===== src/rtl/eth_tx_pkg.sv =====
// Shared types and helpers for the Ethernet TX frame sequencer.
package eth_tx_pkg;

    typedef enum logic [1:0] {StIdle, StSeg, StPad, StGap} tx_seq_state_t;

    localparam int unsigned ETH_MIN_LEN   = 60;
    localparam int unsigned ETH_IFG_BYTES = 12;
    localparam int unsigned MAX_SEG       = 8;

    typedef struct packed {
        logic       valid;
        logic [2:0] idx;
    } seg_sel_t;

    // Lowest set bit of mask strictly above idx (idx = -1 searches the whole mask).
    function automatic seg_sel_t next_seg(input logic [MAX_SEG-1:0] mask, input int idx);
        seg_sel_t sel;
        sel = '0;
        for (int i = MAX_SEG - 1; i >= 0; i--) begin
            if (mask[i] && (i > idx)) begin
                sel.valid = 1'b1;
                sel.idx   = 3'(i);
            end
        end
        return sel;
    endfunction

endpackage


===== src/rtl/eth_tx_frame_seq.sv =====
// Sequences enabled frame segments onto one beat stream, with min-length padding before
// the FCS segment, abort handling and a programmable inter-frame gap.
module eth_tx_frame_seq
    import eth_tx_pkg::*;
#(
    parameter int unsigned NUM_SEG       = 4,
    parameter int unsigned DATA_W        = 8,
    parameter int unsigned PAD_SEG       = 3,
    parameter int unsigned LEN_FIRST_SEG = 1,
    parameter int unsigned MIN_LEN       = ETH_MIN_LEN,
    parameter int unsigned IFG_CYCLES    = ETH_IFG_BYTES
) (
    input  logic                      aclk,
    input  logic                      areset,
    input  logic                      frame_start,
    input  logic [NUM_SEG-1:0]        seg_en,
    input  logic [NUM_SEG-1:0]        seg_done,
    input  logic [NUM_SEG*DATA_W-1:0] seg_data,
    input  logic                      abort,
    output logic [NUM_SEG-1:0]        seg_active,
    output logic                      pad_active,
    output logic                      data_valid,
    output logic [DATA_W-1:0]         data_out,
    output logic                      busy,
    output logic                      tx_frame_done,
    output logic                      tx_frame_aborted,
    output logic [15:0]               frame_len
);

    localparam int unsigned SegW = $clog2(NUM_SEG);
    localparam int unsigned BPB  = DATA_W / 8;

    localparam logic [SegW-1:0] LenFirstIdx = SegW'(LEN_FIRST_SEG);
    localparam logic [SegW-1:0] PadIdx      = SegW'(PAD_SEG);
    localparam logic [2:0]      PadIdx3     = 3'(PAD_SEG);
    localparam logic [15:0]     MinLen      = 16'(MIN_LEN);
    localparam logic [15:0]     IfgLast     = 16'(IFG_CYCLES - 1);

    tx_seq_state_t     state_q, state_d;
    logic [SegW-1:0]   seg_idx_q, seg_idx_d;
    logic [NUM_SEG-1:0] en_q, en_d;
    logic [15:0]       len_cnt_q, len_cnt_d;
    logic [15:0]       gap_cnt_q, gap_cnt_d;
    logic [15:0]       frame_len_q, frame_len_d;
    logic              done_q, done_d;
    logic              aborted_q, aborted_d;

    logic [16:0]        len_sum;
    logic [15:0]        len_sat;
    logic [15:0]        len_post;
    logic [MAX_SEG-1:0] sel_mask;
    int                 sel_from;
    seg_sel_t           nxt;

    assign len_sum = {1'b0, len_cnt_q} + 17'(BPB);
    assign len_sat = len_sum[16] ? 16'hFFFF : len_sum[15:0];
    assign len_post = (seg_idx_q >= LenFirstIdx && seg_idx_q < PadIdx) ? len_sat : len_cnt_q;

    // One search serves both the first segment in IDLE and the successor in SEG.
    assign sel_mask = (state_q == StIdle) ? MAX_SEG'(seg_en) : MAX_SEG'(en_q);
    assign sel_from = (state_q == StIdle) ? -1 : int'(seg_idx_q);
    assign nxt      = next_seg(sel_mask, sel_from);

    always_comb begin
        state_d     = state_q;
        seg_idx_d   = seg_idx_q;
        en_d        = en_q;
        len_cnt_d   = len_cnt_q;
        gap_cnt_d   = gap_cnt_q;
        frame_len_d = frame_len_q;
        done_d      = 1'b0;
        aborted_d   = 1'b0;
        unique case (state_q)
            StIdle: begin
                if (frame_start && nxt.valid) begin
                    en_d      = seg_en;
                    seg_idx_d = SegW'(nxt.idx);
                    len_cnt_d = '0;
                    state_d   = StSeg;
                end
            end
            StSeg: begin
                len_cnt_d = len_post;
                if (abort) begin
                    aborted_d = 1'b1;
                    state_d   = StGap;
                end else if (seg_done[seg_idx_q]) begin
                    if (nxt.valid && nxt.idx == PadIdx3 && len_post < MinLen) begin
                        seg_idx_d = SegW'(nxt.idx);
                        state_d   = StPad;
                    end else if (nxt.valid) begin
                        seg_idx_d = SegW'(nxt.idx);
                    end else begin
                        done_d      = 1'b1;
                        frame_len_d = len_post;
                        state_d     = StGap;
                    end
                end
            end
            StPad: begin
                len_cnt_d = len_sat;
                if (abort) begin
                    aborted_d = 1'b1;
                    state_d   = StGap;
                end else if (len_sat >= MinLen) begin
                    state_d = StSeg;
                end
            end
            StGap: begin
                if (gap_cnt_q == IfgLast) begin
                    gap_cnt_d = '0;
                    state_d   = StIdle;
                end else begin
                    gap_cnt_d = gap_cnt_q + 16'd1;
                end
            end
            default: state_d = StIdle;
        endcase
    end

    always_ff @(posedge aclk) begin
        if (areset) begin
            state_q     <= StIdle;
            seg_idx_q   <= '0;
            en_q        <= '0;
            len_cnt_q   <= '0;
            gap_cnt_q   <= '0;
            frame_len_q <= '0;
            done_q      <= 1'b0;
            aborted_q   <= 1'b0;
        end else begin
            state_q     <= state_d;
            seg_idx_q   <= seg_idx_d;
            en_q        <= en_d;
            len_cnt_q   <= len_cnt_d;
            gap_cnt_q   <= gap_cnt_d;
            frame_len_q <= frame_len_d;
            done_q      <= done_d;
            aborted_q   <= aborted_d;
        end
    end

    always_comb begin
        data_valid = 1'b0;
        data_out   = '0;
        seg_active = '0;
        pad_active = 1'b0;
        if (state_q == StSeg) begin
            data_valid            = 1'b1;
            data_out              = seg_data[seg_idx_q*DATA_W +: DATA_W];
            seg_active[seg_idx_q] = 1'b1;
        end else if (state_q == StPad) begin
            data_valid = 1'b1;
            pad_active = 1'b1;
        end
    end

    assign busy             = (state_q != StIdle);
    assign tx_frame_done    = done_q;
    assign tx_frame_aborted = aborted_q;
    assign frame_len        = frame_len_q;

endmodule


===== config.mk =====
export PLATFORM = sky130hd
export DESIGN_NAME = eth_tx_frame_seq
export DESIGN_NICKNAME = d
export VERILOG_FILES = /design/src/rtl/eth_tx_pkg.sv /design/src/rtl/eth_tx_frame_seq.sv
export SDC_FILE = /design/constraint.sdc
export NUM_CORES = 1
export LEC_CHECK = 0
export CAP_MARGIN = 40
export CORE_ASPECT_RATIO = 0.9
export CORE_MARGIN = 2
export CORE_UTILIZATION = 53
export CTS_CLUSTER_SIZE = 14
export DETAILED_ROUTE_END_ITERATION = 6
export PLACE_DENSITY = 0.81
export SYNTH_ARGS = -nofsm -noshare
export SYNTH_HDL_FRONTEND = slang
export SYNTH_SLANG_ARGS = --single-unit

===== constraint.sdc =====
create_clock -name aclk -period 4.4 [get_ports aclk]
set_input_delay 0.44 -clock aclk [delete_from_list [all_inputs] [get_ports aclk]]
set_output_delay 0.44 -clock aclk [all_outputs]
set_load 0.02 [all_outputs]

# ---- Word level (Yosys, flattened, before mapping)
# Index checks and enable logic that the tools add are counted.
# Widths: inputs -> output; s select.
dict set report word_totals {
  ff_bits 58
  input_bits 44
  out_inout_bits 33
  elab_cells 110
}
dict set report op_classes {
  shifts 1
  add_sub_neg 2
  n_mux 41
  n_lt_le_gt_ge 14
  n_reduce_logical 25
  n_eq_ne 13
  bitwise 6
}
# cell count
set op_table {}
lappend op_table {{$gt 4x32->1 const A} 4}
lappend op_table {{$gt 3x32->1 const A} 2}
lappend op_table {{$mux 16} 4}
lappend op_table {{$pmux 16 s3} 1}
lappend op_table {{$mux 4} 10}
lappend op_table {{$gt 1x32->1 const A} 1}
lappend op_table {{$gt 2x32->1 const A} 1}
lappend op_table {{$mux 32} 1}
lappend op_table {{$shiftx 32x6->8} 1}
lappend op_table {{$mux 2} 13}
lappend op_table {{$add 16x1->17 const B} 1}
lappend op_table {{$add 16x1->16 const B} 1}
lappend op_table {{$eq 16x4->1 const B} 1}
lappend op_table {{$ge 16x6->1 const B} 1}
lappend op_table {{$lt 16x6->1 const B} 1}
lappend op_table {{$reduce_and 5->1} 3}
lappend op_table {{$logic_and 1x1->1} 9}
lappend op_table {{$ne 3x3->1 const B} 3}
lappend op_table {{$mux 8} 1}
lappend op_table {{$pmux 2 s4} 1}
lappend op_table {{$mux 1} 7}
lappend op_table {{$ne 2x2->1 const B} 3}
lappend op_table {{$not 1->1} 6}
lappend op_table {{$reduce_or 5->1} 1}
lappend op_table {{other kinds (17)} 25}

# ---- Depth between registers and ports, before layout
# Gate-level depths: netlist of the first run.
dict set report depth {
  ltp_word 19
  depth_mapped 12
}

# ---- Worst setup path after synthesis of the first run
# No wires, ideal clock.
dict set report synth_timing {
  path_kind {register to register}
  start {register seg_idx_q[0]}
  end {register state_q[0]}
  required_ps 4273
  t_arrival_ps 3281
  stages_incl_launch_ff 12
  slack_ps 992
  setup_ps 127
  n_path_buf 1
  path_cell_list {dfxtp_1 > buf_1 > inv_1 > ha_1 > inv_2 > or4_4 > a21oi_2 > a31oi_1 > or4_4 > o21ai_4 > a211oi_1 > or3b_1}
}
dict set report synth_via {
  elab_chain_cells 18
}
# element line
set synth_lines {}
lappend synth_lines {{from (decl)} eth_tx_frame_seq.sv:40} ;# logic [SegW-1:0] seg_idx_q, seg_idx_d;
lappend synth_lines {{from (signal assigned)} eth_tx_frame_seq.sv:133} ;# seg_idx_q <= seg_idx_d;
lappend synth_lines {{$mux 32} eth_tx_frame_seq.sv:61} ;# assign sel_from = (state_q == StIdle) ? -1 : int'(seg_idx_q);
lappend synth_lines {{$gt 4x32->1} eth_tx_pkg.sv:20} ;# if (mask[i] && (i > idx)) begin
lappend synth_lines {{$logic_and 1x1->1} eth_tx_pkg.sv:20}
lappend synth_lines {{$mux 4 (8 in a row)} eth_tx_pkg.sv:20}
lappend synth_lines {{$eq 3x2->1} eth_tx_frame_seq.sv:88} ;# if (nxt.valid && nxt.idx == PadIdx3 && len_post < MinLen) begin
lappend synth_lines {{$logic_and 1x1->1 (2 in a row)} eth_tx_frame_seq.sv:88}
lappend synth_lines {{$mux 2} eth_tx_frame_seq.sv:88}
lappend synth_lines {{$mux 2} eth_tx_frame_seq.sv:87} ;# end else if (seg_done[seg_idx_q]) begin
lappend synth_lines {{$mux 2} eth_tx_frame_seq.sv:84} ;# if (abort) begin
lappend synth_lines {{$pmux 2 s4} eth_tx_frame_seq.sv:73} ;# unique case (state_q)
lappend synth_lines {{to (signal assigned)} eth_tx_frame_seq.sv:123} ;# state_q <= StIdle;
lappend synth_lines {{to (signal assigned)} eth_tx_frame_seq.sv:132} ;# state_q <= state_d;
lappend synth_lines {{to (decl)} eth_tx_frame_seq.sv:39} ;# tx_seq_state_t state_q, state_d;
# Several ways; a longest one is shown, not always the timed one. The select of a mux whose other input is x is not followed.
# A chain may end at the register's enable or synchronous reset.

# ---- Worst setup path after layout of the first run
dict set report layout_timing {
  start {register state_q[0]}
  end {register len_cnt_q[15]}
}
dict set report layout_via {
  elab_chain_cells 15
}
# element line
set layout_lines {}
lappend layout_lines {{$logic_not 2->1} {eth_tx_frame_seq.sv:60, eth_tx_frame_seq.sv:61, eth_tx_frame_seq.sv:73}}
lappend layout_lines {{$mux 32} eth_tx_frame_seq.sv:61}
lappend layout_lines {{$gt 4x32->1} eth_tx_pkg.sv:20}
lappend layout_lines {{$logic_and 1x1->1} eth_tx_pkg.sv:20}
lappend layout_lines {{$mux 4 (8 in a row)} eth_tx_pkg.sv:20}
lappend layout_lines {{$logic_and 1x1->1} eth_tx_frame_seq.sv:75} ;# if (frame_start && nxt.valid) begin
lappend layout_lines {{$ne 2x1->1 (no source line)} -}
lappend layout_lines {{$reduce_and 2->1 (no source line)} -}
lappend layout_lines {{to (signal assigned)} eth_tx_frame_seq.sv:135} ;# len_cnt_q <= len_cnt_d;
lappend layout_lines {{to (decl)} eth_tx_frame_seq.sv:42} ;# logic [15:0] len_cnt_q, len_cnt_d;
# Several ways; a longest one is shown, not always the timed one.

==> results of run 1 <==
-- cell type report --
type                       instances  area, um2  area share
clock buffer                      11      141.4     0.02807
clock inverter                     5      30.03    0.005963
inverter                          16      60.06     0.01193
multi-input combinational        407       2688      0.5337
sequential                        58       1161      0.2306
tap                               96      120.1     0.02385
timing repair buffer              85      835.8      0.1660
-- sequential cells by signal, indices dropped and copies added, names as in the netlist --
signal,cells
frame_len,16
gap_cnt_q,16
len_cnt_q,16
en_q,4
seg_idx_q,2
state_q,2
tx_frame_aborted,1
tx_frame_done,1
-- metrics by stage --
step | power [mW] | std cells | worst slack, ns | hold slack (ns) | cell area, um2
floorplan | 1.235 | 525 | 0.9920 | 0.4315 | 4093
global placement | 1.529 | 661 | 1.226 | 0.4431 | 4845
detailed placement | 1.546 | 662 | 1.185 | 0.4459 | 4865
CTS | 1.984 | 678 | 1.166 | 0.4569 | 5036
global route | 2.100 | 678 | 0.7922 | 0.4819 | 5036
finish | 1.991 | 678 | 1.080 | 0.4543 | 5036
-- report_power, final --
group / leakage (nW) / internal, mW / switching (mW)
clock: 0.0851 / 0.216 / 0.220
combinational: 1.16 / 0.366 / 0.616
sequential: 0.468 / 0.550 / 0.0218
-- placed cells by master, fill, tap and decap left out, drive strengths merged, types with 6 or more instances in the layout --
cell type      netlist  final
nand3               22     22
a21oi               53     53
clkdlybuf4s50        0     75
a311oi              15     15
o221ai               7      7
ha                  13     13
o21ai               15     15
a31oi                8      8
mux2                 9      9
inv                 16     16
nand2               54     54
nor3                10     10
dfxtp               58     58
nand4                6      6
nor2                64     64
mux2i                9      9
mux4                 9      9
clkbuf              33     11
and2                16     16
a211oi              18     18
and3                 8      8
buf                 11     10
nor4                10     10
-- kinds of logic after synthesis --
| logic type | share of synthesized area |
|---|---|
| adders and majority gates | 0.03974 |
| AOI/OAI and AO/OA | 0.2427 |
| xor gates and xnor gates | 0.008559 |
| buffers and inverters | 0.05961 |
| muxes | 0.09630 |
| DFF | 0.2837 |
| and+or+nand+nor | 0.2693 |
-- layer usage --
layer / track usage / vias to the layer above / share of wire
met5: 0 / - / 0
met4: 0.09219 / 0 / 0.017
met3: 0.05698 / 26 / 0.060
met2: 0.4817 / 180 / 0.49
met1: 0.3538 / 2026 / 0.43
li1: - / 2049 / -
-- worst min-delay path by stage --
stage | endpoint | slack (ns) | depth (start not counted)
4_1_cts | en_q[2] | 0.46 | 2
2_1_floorplan | en_q[2] | 0.43 | 2
6_report | en_q[2] | 0.45 | 2
3_5_place_dp | en_q[2] | 0.45 | 2
5_1_grt | en_q[3] | 0.48 | 2
3_3_place_gp | en_q[2] | 0.44 | 2
-- worst register-to-register path: stages (launching register included) --
cell       delay [ns]
dfxtp_1          0.43
inv_1            0.18
ha_1             0.39
nor4b_1          0.44
a221o_1          0.26
and4bb_1         0.27
o21ai_0          0.31
nor2b_1          0.17
buf_4            0.30
o2111ai_1        0.16
a221oi_1         0.30
==> results.md, run 1 <==
- The first routing iteration left 394 violations.
- The net count of the finished layout is 634.
- The core area is 7507 um2.
- The clock skew after layout is 0.008716 ns.
- Setup repair after global routing left no endpoint under its margin.
- The synthesized netlist contains 62 unique library cells.
- The initial utilization of the core area, before any placement, comes to 0.5452.
- In this run the critical register-to-register path is launched from state_q[0].
- Setup violations remaining at the end of the flow were counted as 0.
- 0 antenna diodes ended up in the layout.
- The setup slack of the worst register-to-register path is 1.08 ns.
- The floorplan has 30 rows.
- The number of antenna violations at the first check in global routing was 0.
- The average instance area after synthesis is 7.796 um2.
- For the worst setup path, the data arrival time is 3.57 ns.
- Across the run, the number of max-cap violations was 0.
- Clock-pin slew was measured on the worst setup and hold paths at 0.07 ns.
- The number of buffers on the longest clock path is 2.
- The total number of cells along the worst setup path is 10.
- The total half-perimeter wirelength after legalization and detailed placement is 8239 um.
- The flow ran to the end, and the final reports show no timing, DRC or antenna violations.
- At the worst endpoint, the required time is 4.65 ns.
- The critical path is of the reg2reg type.
- The clock tree from TritonCTS is yes.
- Sorting the synthesized cells by area gives the leading types as dfxtp_1 (28%), a21oi_1 (6.4%), nor2_1 (5.9%), mux4_2 (5.0%), nand2_1 (5.0%).
- The max-slew violation total from the final report was 0.
- In this run the worst path has a maximum fanout of 25.
- Clock latency on the worst-skew pair, taken at its later pin, is 0.35 ns.
- The maximum number of pins on one net before global-route repair is 41.
- The cell family contributing the most delay on the critical path is compound AO/OA/AOI/OAI gates.
- Summed over all cells, the static leakage comes to 1.714 nW.
- The beginning of the critical path is state_q[0].
- The capture point of the worst reg-to-reg path is len_cnt_q[15].
- Counting instances in the post-synthesis netlist gives the leading cell types as nor2_1 (64), dfxtp_1 (58), nand2_1 (54).
- The commonest register cell after synthesis is dfxtp_1.
- The count of buffers inserted at the top-level ports is 76.
- The time the worst path needs with I/O delays and setup is 3.320 ns.
- The startpoint identified for the worst hold timing path is en_q[2].
- The die height is 87.37 um.
- In this run the tightest slew margin relative to its limit is 0.4685.
- The total of fill cells in the finished design is 634.
- The share of the cycle needed by the critical path after routing is 0.7545.
- The critical path goes through inv_1 > ha_1 > nor4b_1 > a221o_1 > and4bb_1 > o21ai_0 > nor2b_1 > buf_4 > o2111ai_1 > a221oi_1.
- In this run the number of H-tree levels came out at 3.
- Measured on the finished design, the core utilization comes to 0.6708.
- The share of the synthesized area in the top cell type is 0.2837.
- The slowest cell on the critical path is nor4b_1.
- The most frequent cell after synthesis is nor2_1.
- The final weighted congestion of routability-driven global placement is 1.005.
- For the worst flop-to-flop path, the logic depth is 10.
- Counting the buffers created by CTS gives 9.
- Following the worst setup path forward leads to its endpoint at len_cnt_q[15].
- The total congestion overflow after global routing is 0.
- Based on the critical path, the design can be clocked at up to 301.2 MHz.
- The overall routed net length is 11630 um.
- The summed instance area of the synthesized netlist is 4093 um2.
- The first-pass detailed-route iteration total is 5.
- The cell count after synthesis came out at 525.
- The global-route wire length before repair is 19340 um.
- The maximum vdd ir drop is 0.3338 mV.
- The all-layer global routing usage is 0.2794.
- The die footprint is 8442 um2.
- The final count of hold timing violations is 0.
- The number of remaining DRC errors is 0.
- The number of setup buffers added after CTS is 0.
- The post-detailed-route count of antenna-violating nets is 0.
- When the netlist entered floorplanning its net count stood at 582.
- The average wire per cell in the routed design is 17.15 um.
- The share of the Yosys chip area taken by registers is 0.2837.
- Hold repair after CTS inserted 0 buffers.
- dfxtp_1 takes more of the synthesized area than any other cell.
- The number of global-route vias before repair is 3988.
- The path class of the tightest hold or removal check is reg2reg.
- The signed area change from the synthesized netlist to the final layout is 23.05%.
- From left edge to right edge, the die measures 96.63 um.
- Synthesis inferred 58 register bits.
- The number of buffer and inverter stages on the critical path is 2.
- The longest individual stage delay on the worst path is 0.44 ns.
- Pin placement for this block handled 77 I/O pins.
- Yosys printed 0 warnings.
- After detailed routing, the number of vias per cell comes to 6.314.
- The cell sitting at the root of the clock tree is a clkbuf_8.
- Of the cells placed in the final design, the portion with a size suffix greater than 1 is 0.09278.
- Counting flops with an async set or reset pin after synthesis yields a share of 0.
- The kind of start point of the critical path is a register.
- At the pin with the least slew margin, the transition time is 0.7973 ns.
- The endpoint kind of the worst setup timing path is a register.
- Across all layers, the routed design uses 4281 vias.
- The number of instances resized during post-cts repair is 0.
- Yosys mapped a number of flops with a built-in enable equal to 0.
- For this design the ratio of total power to cell area is 395.3 nW/um2.
- The number of sinks handled by clock tree synthesis is 58.
- Summed over all failing endpoints, the final setup total negative slack is 0 ns.
(Power assumes the default switching activity.)
==> inputs of run 2 (changes only) <==
==> constraint.sdc (replaced) <==
create_clock -name aclk -period 3.3 [get_ports aclk]
set_input_delay 0.33 -clock aclk [delete_from_list [all_inputs] [get_ports aclk]]
set_output_delay 0.33 -clock aclk [all_outputs]
set_load 0.02 [all_outputs]
==> run 2 against run 1 <==
  * Critical path depth is 2 lower
  * Clock power rose by 57%
  * Sequential power grew 33%
  * Total power rose by 44%
  * Via count increased by 2.0%
  * Clock skew down 0.0024 ns
  * Sequential cell count unchanged
  * Non-clock buffer count is 18 higher
  * Worst hold slack worse by 0.10 ns
  * Global-route usage increased by 1.2 points
  * Cell area is 3.3% higher
  * Setup slack got worse by 0.82 ns
==> results.md, run 2 (synthesis results as in run 1) <==
- The flow ran to the end, and the final reports show no timing, DRC or antenna violations.
- The maximum vdd ir drop is 0.5698 mV.
- The die footprint is 8442 um2.
- The total of hold buffers inserted after clock tree synthesis is 0.
- Once layout is done, the placed cells without fillers occupy 5201 um2.
- The number of top-level pins is 77.
- On the worst path, the slowest cell contributes a delay of 0.57 ns.
- The clock reaches the later pin of the worst-skew pair after 0.35 ns.
- The total negative slack for setup checks is 0 ns.
- The net count of the finished layout is 652.
- The count of buffers added by post-CTS timing repair for setup is 0.
- The time the worst path needs with I/O delays and setup is 3.039 ns.
- The library cells used most frequently in the layout, excluding fill and tap cells, are clkdlybuf4s50_1 (75), nor2_1 (64), dfxtp_1 (58), nand2_1 (54), a21oi_1 (52).
- In this run the standard cell core region covers 7507 um2.
- The source of the worst hold timing path is areset.
- After global routing the overflow that remains totals 0.
- Across the run, the number of max-cap violations was 0.
- 0 antenna diodes ended up in the layout.
- The number of buffers on the longest clock path is 2.
- The number of instances resized during post-cts repair is 0.
- The setup slack of the worst register-to-register path is 0.26 ns.
- The overall power of the completed layout is 2.857 mW.
- The number of antenna violations at the first check in global routing is 0.
- The global-route wire length before repair is 20110 um.
- The data arrival time of the critical path is 3.27 ns.
- The detailed-route via count is 4367.
- The minimum setup slack in the final design is 0.2615 ns.
- The clock tree from TritonCTS is yes.
- Clock-pin slew was measured on the worst setup and hold paths at 0.08 ns.
- Registers take 1161 um2.
- The initial core utilization is 0.5452.
- The capture point of the worst reg-to-reg path is state_q[0].
- CTS saw 58 sinks.
- After filler insertion, the fill cell instance count of the layout stands at 627.
- The path with the worst hold slack has its endpoint at en_q[0].
- For the worst setup path, the data required time is 3.53 ns.
- The final count of hold timing violations is 0.
- In the routed design, unresolved DRC markers number 0.
- The launch instance of the worst register-to-register path is len_cnt_q[3].
- The all-layer global routing usage is 0.2915.
- The average via count per standard cell is 6.274.
- Traced cell by cell, the critical path runs through nand4_4 > nor4_1 > mux2_2 > a2111oi_1 > o2111ai_1 > and3_1 > nand3_1 > or3b_1.
- In this run the core area contains 30 standard-cell rows.
- The chip width is 96.63 um.
- For this design the static power due to leakage is 1.815 nW.
- The achievable clock frequency is 329.1 MHz.
- Once detail routing completed, the nets flagged for antenna violations numbered 0.
- The setup-violating endpoint count in the final report is 0.
- Measured in cells, the most critical reg-to-reg path has a length of 8.
- The final layout contains routed wiring with a total length of 12210 um.
- The number of global-route vias before repair is 4161.
- The worst hold path depth is 2.
- The worst setup slack before clock tree synthesis is 0.1924 ns.
- In this run, the number of DRC markers left after iteration 0 of detailed routing was 284.
- The post-placement cell area is 4987 um2.
- The signed area change from the synthesized netlist to the final layout is 27.09%.
- Setup repair after global routing left no endpoint under its margin.
- The max-slew violation total from the final report is 0.
- At the pin with the least slew margin, the transition time is 0.8160 ns.
- Routability-driven placement finished with a final weighted congestion of 0.9513.
- The total power divided by cell area is 549.3 nW/um2.
- The leading cell type in the layout, fill and taps excluded is clkdlybuf4s50_1.
- STA classifies the critical path startpoint as a register.
- The class of the most critical setup path is reg2reg.
- The post-layout utilization of the core is 0.6928.
- The total half-perimeter wirelength after legalization and detailed placement is 8688 um.
- The first-pass detailed-route iteration total is 5.
- The H-tree level count is 3.
- The highest fanout seen on the critical path is 12.
- The endpoint kind of the worst setup timing path is a register.
- The average wire per cell in the routed design is 17.54 um.
- The die height is 87.37 um.
- The clock skew after layout is 0.006294 ns.
- The slowest cell on the critical path is dfxtp_1.
- The share of the cycle needed by the critical path after routing is 0.9208.
- Headroom to the max-slew limit came out at 0.4510.
- The worst hold path belongs to the class in2reg.
- In the final layout, the multi-input gates occupy 2698 um2.
- The maximum number of pins on one net before global-route repair is 45.
- The count of buffers inserted at the top-level ports is 76.
- The clock buffer count from CTS is 9.
- The fraction of layout cells with a size suffix above 1 is 0.1217.
- The master cell of the clock root buffer is clkbuf_8.
## run 2: cell type report
class	instances	share of cell area
multi-input cells	407	0.5186
clock inverters	6	0.01275
repair buffers	103	0.1843
flip-flops and latches	58	0.2232
inverters	16	0.01155
well taps	96	0.02309
clock buffers	10	0.02646
## run 2: layer usage
layer  GRT usage  wire, um  share of wire  up-vias
li1            -         -              -     2101
met1      0.3694      5246           0.43     2038
met2      0.4880      5805           0.48      193
met3     0.05939       798          0.065       35
met4      0.1255       360          0.029        0
met5           0         0              0        -
## run 2: critical path, delay by kind of cell, from the launching register on
kind	cells	cell delay [ns]
AOI/OAI and AO/OA	2	0.58
DFF	1	0.57
and+or+nand+nor	5	1.36
muxes	1	0.40
## run 2: worst max path at each step
stage / startpoint / to / slack (ns)
after floorplan: seg_idx_q[1] / state_q[0] / 0.09
after global placement: len_cnt_q[3] / state_q[0] / 0.37
after detailed placement: len_cnt_q[3] / state_q[0] / 0.19
after CTS: len_cnt_q[3] / state_q[0] / 0.14
after global routing: state_q[1] / len_cnt_q[11] / 0.06
final: len_cnt_q[3] / state_q[0] / 0.26
## run 2: through the flow
stage               hold WS (ns)  instances
finish                    0.3540        696
global route              0.3873        696
CTS                       0.3574        696
detailed placement        0.4433        680
global placement          0.4403        680
floorplan                 0.4315        525
## run 2: where the power goes
part	internal (mW)	switching (mW)	total (mW)
Sequential	0.733	0.0284	0.762
Combinational	0.541	0.868	1.41
Clock	0.369	0.318	0.687
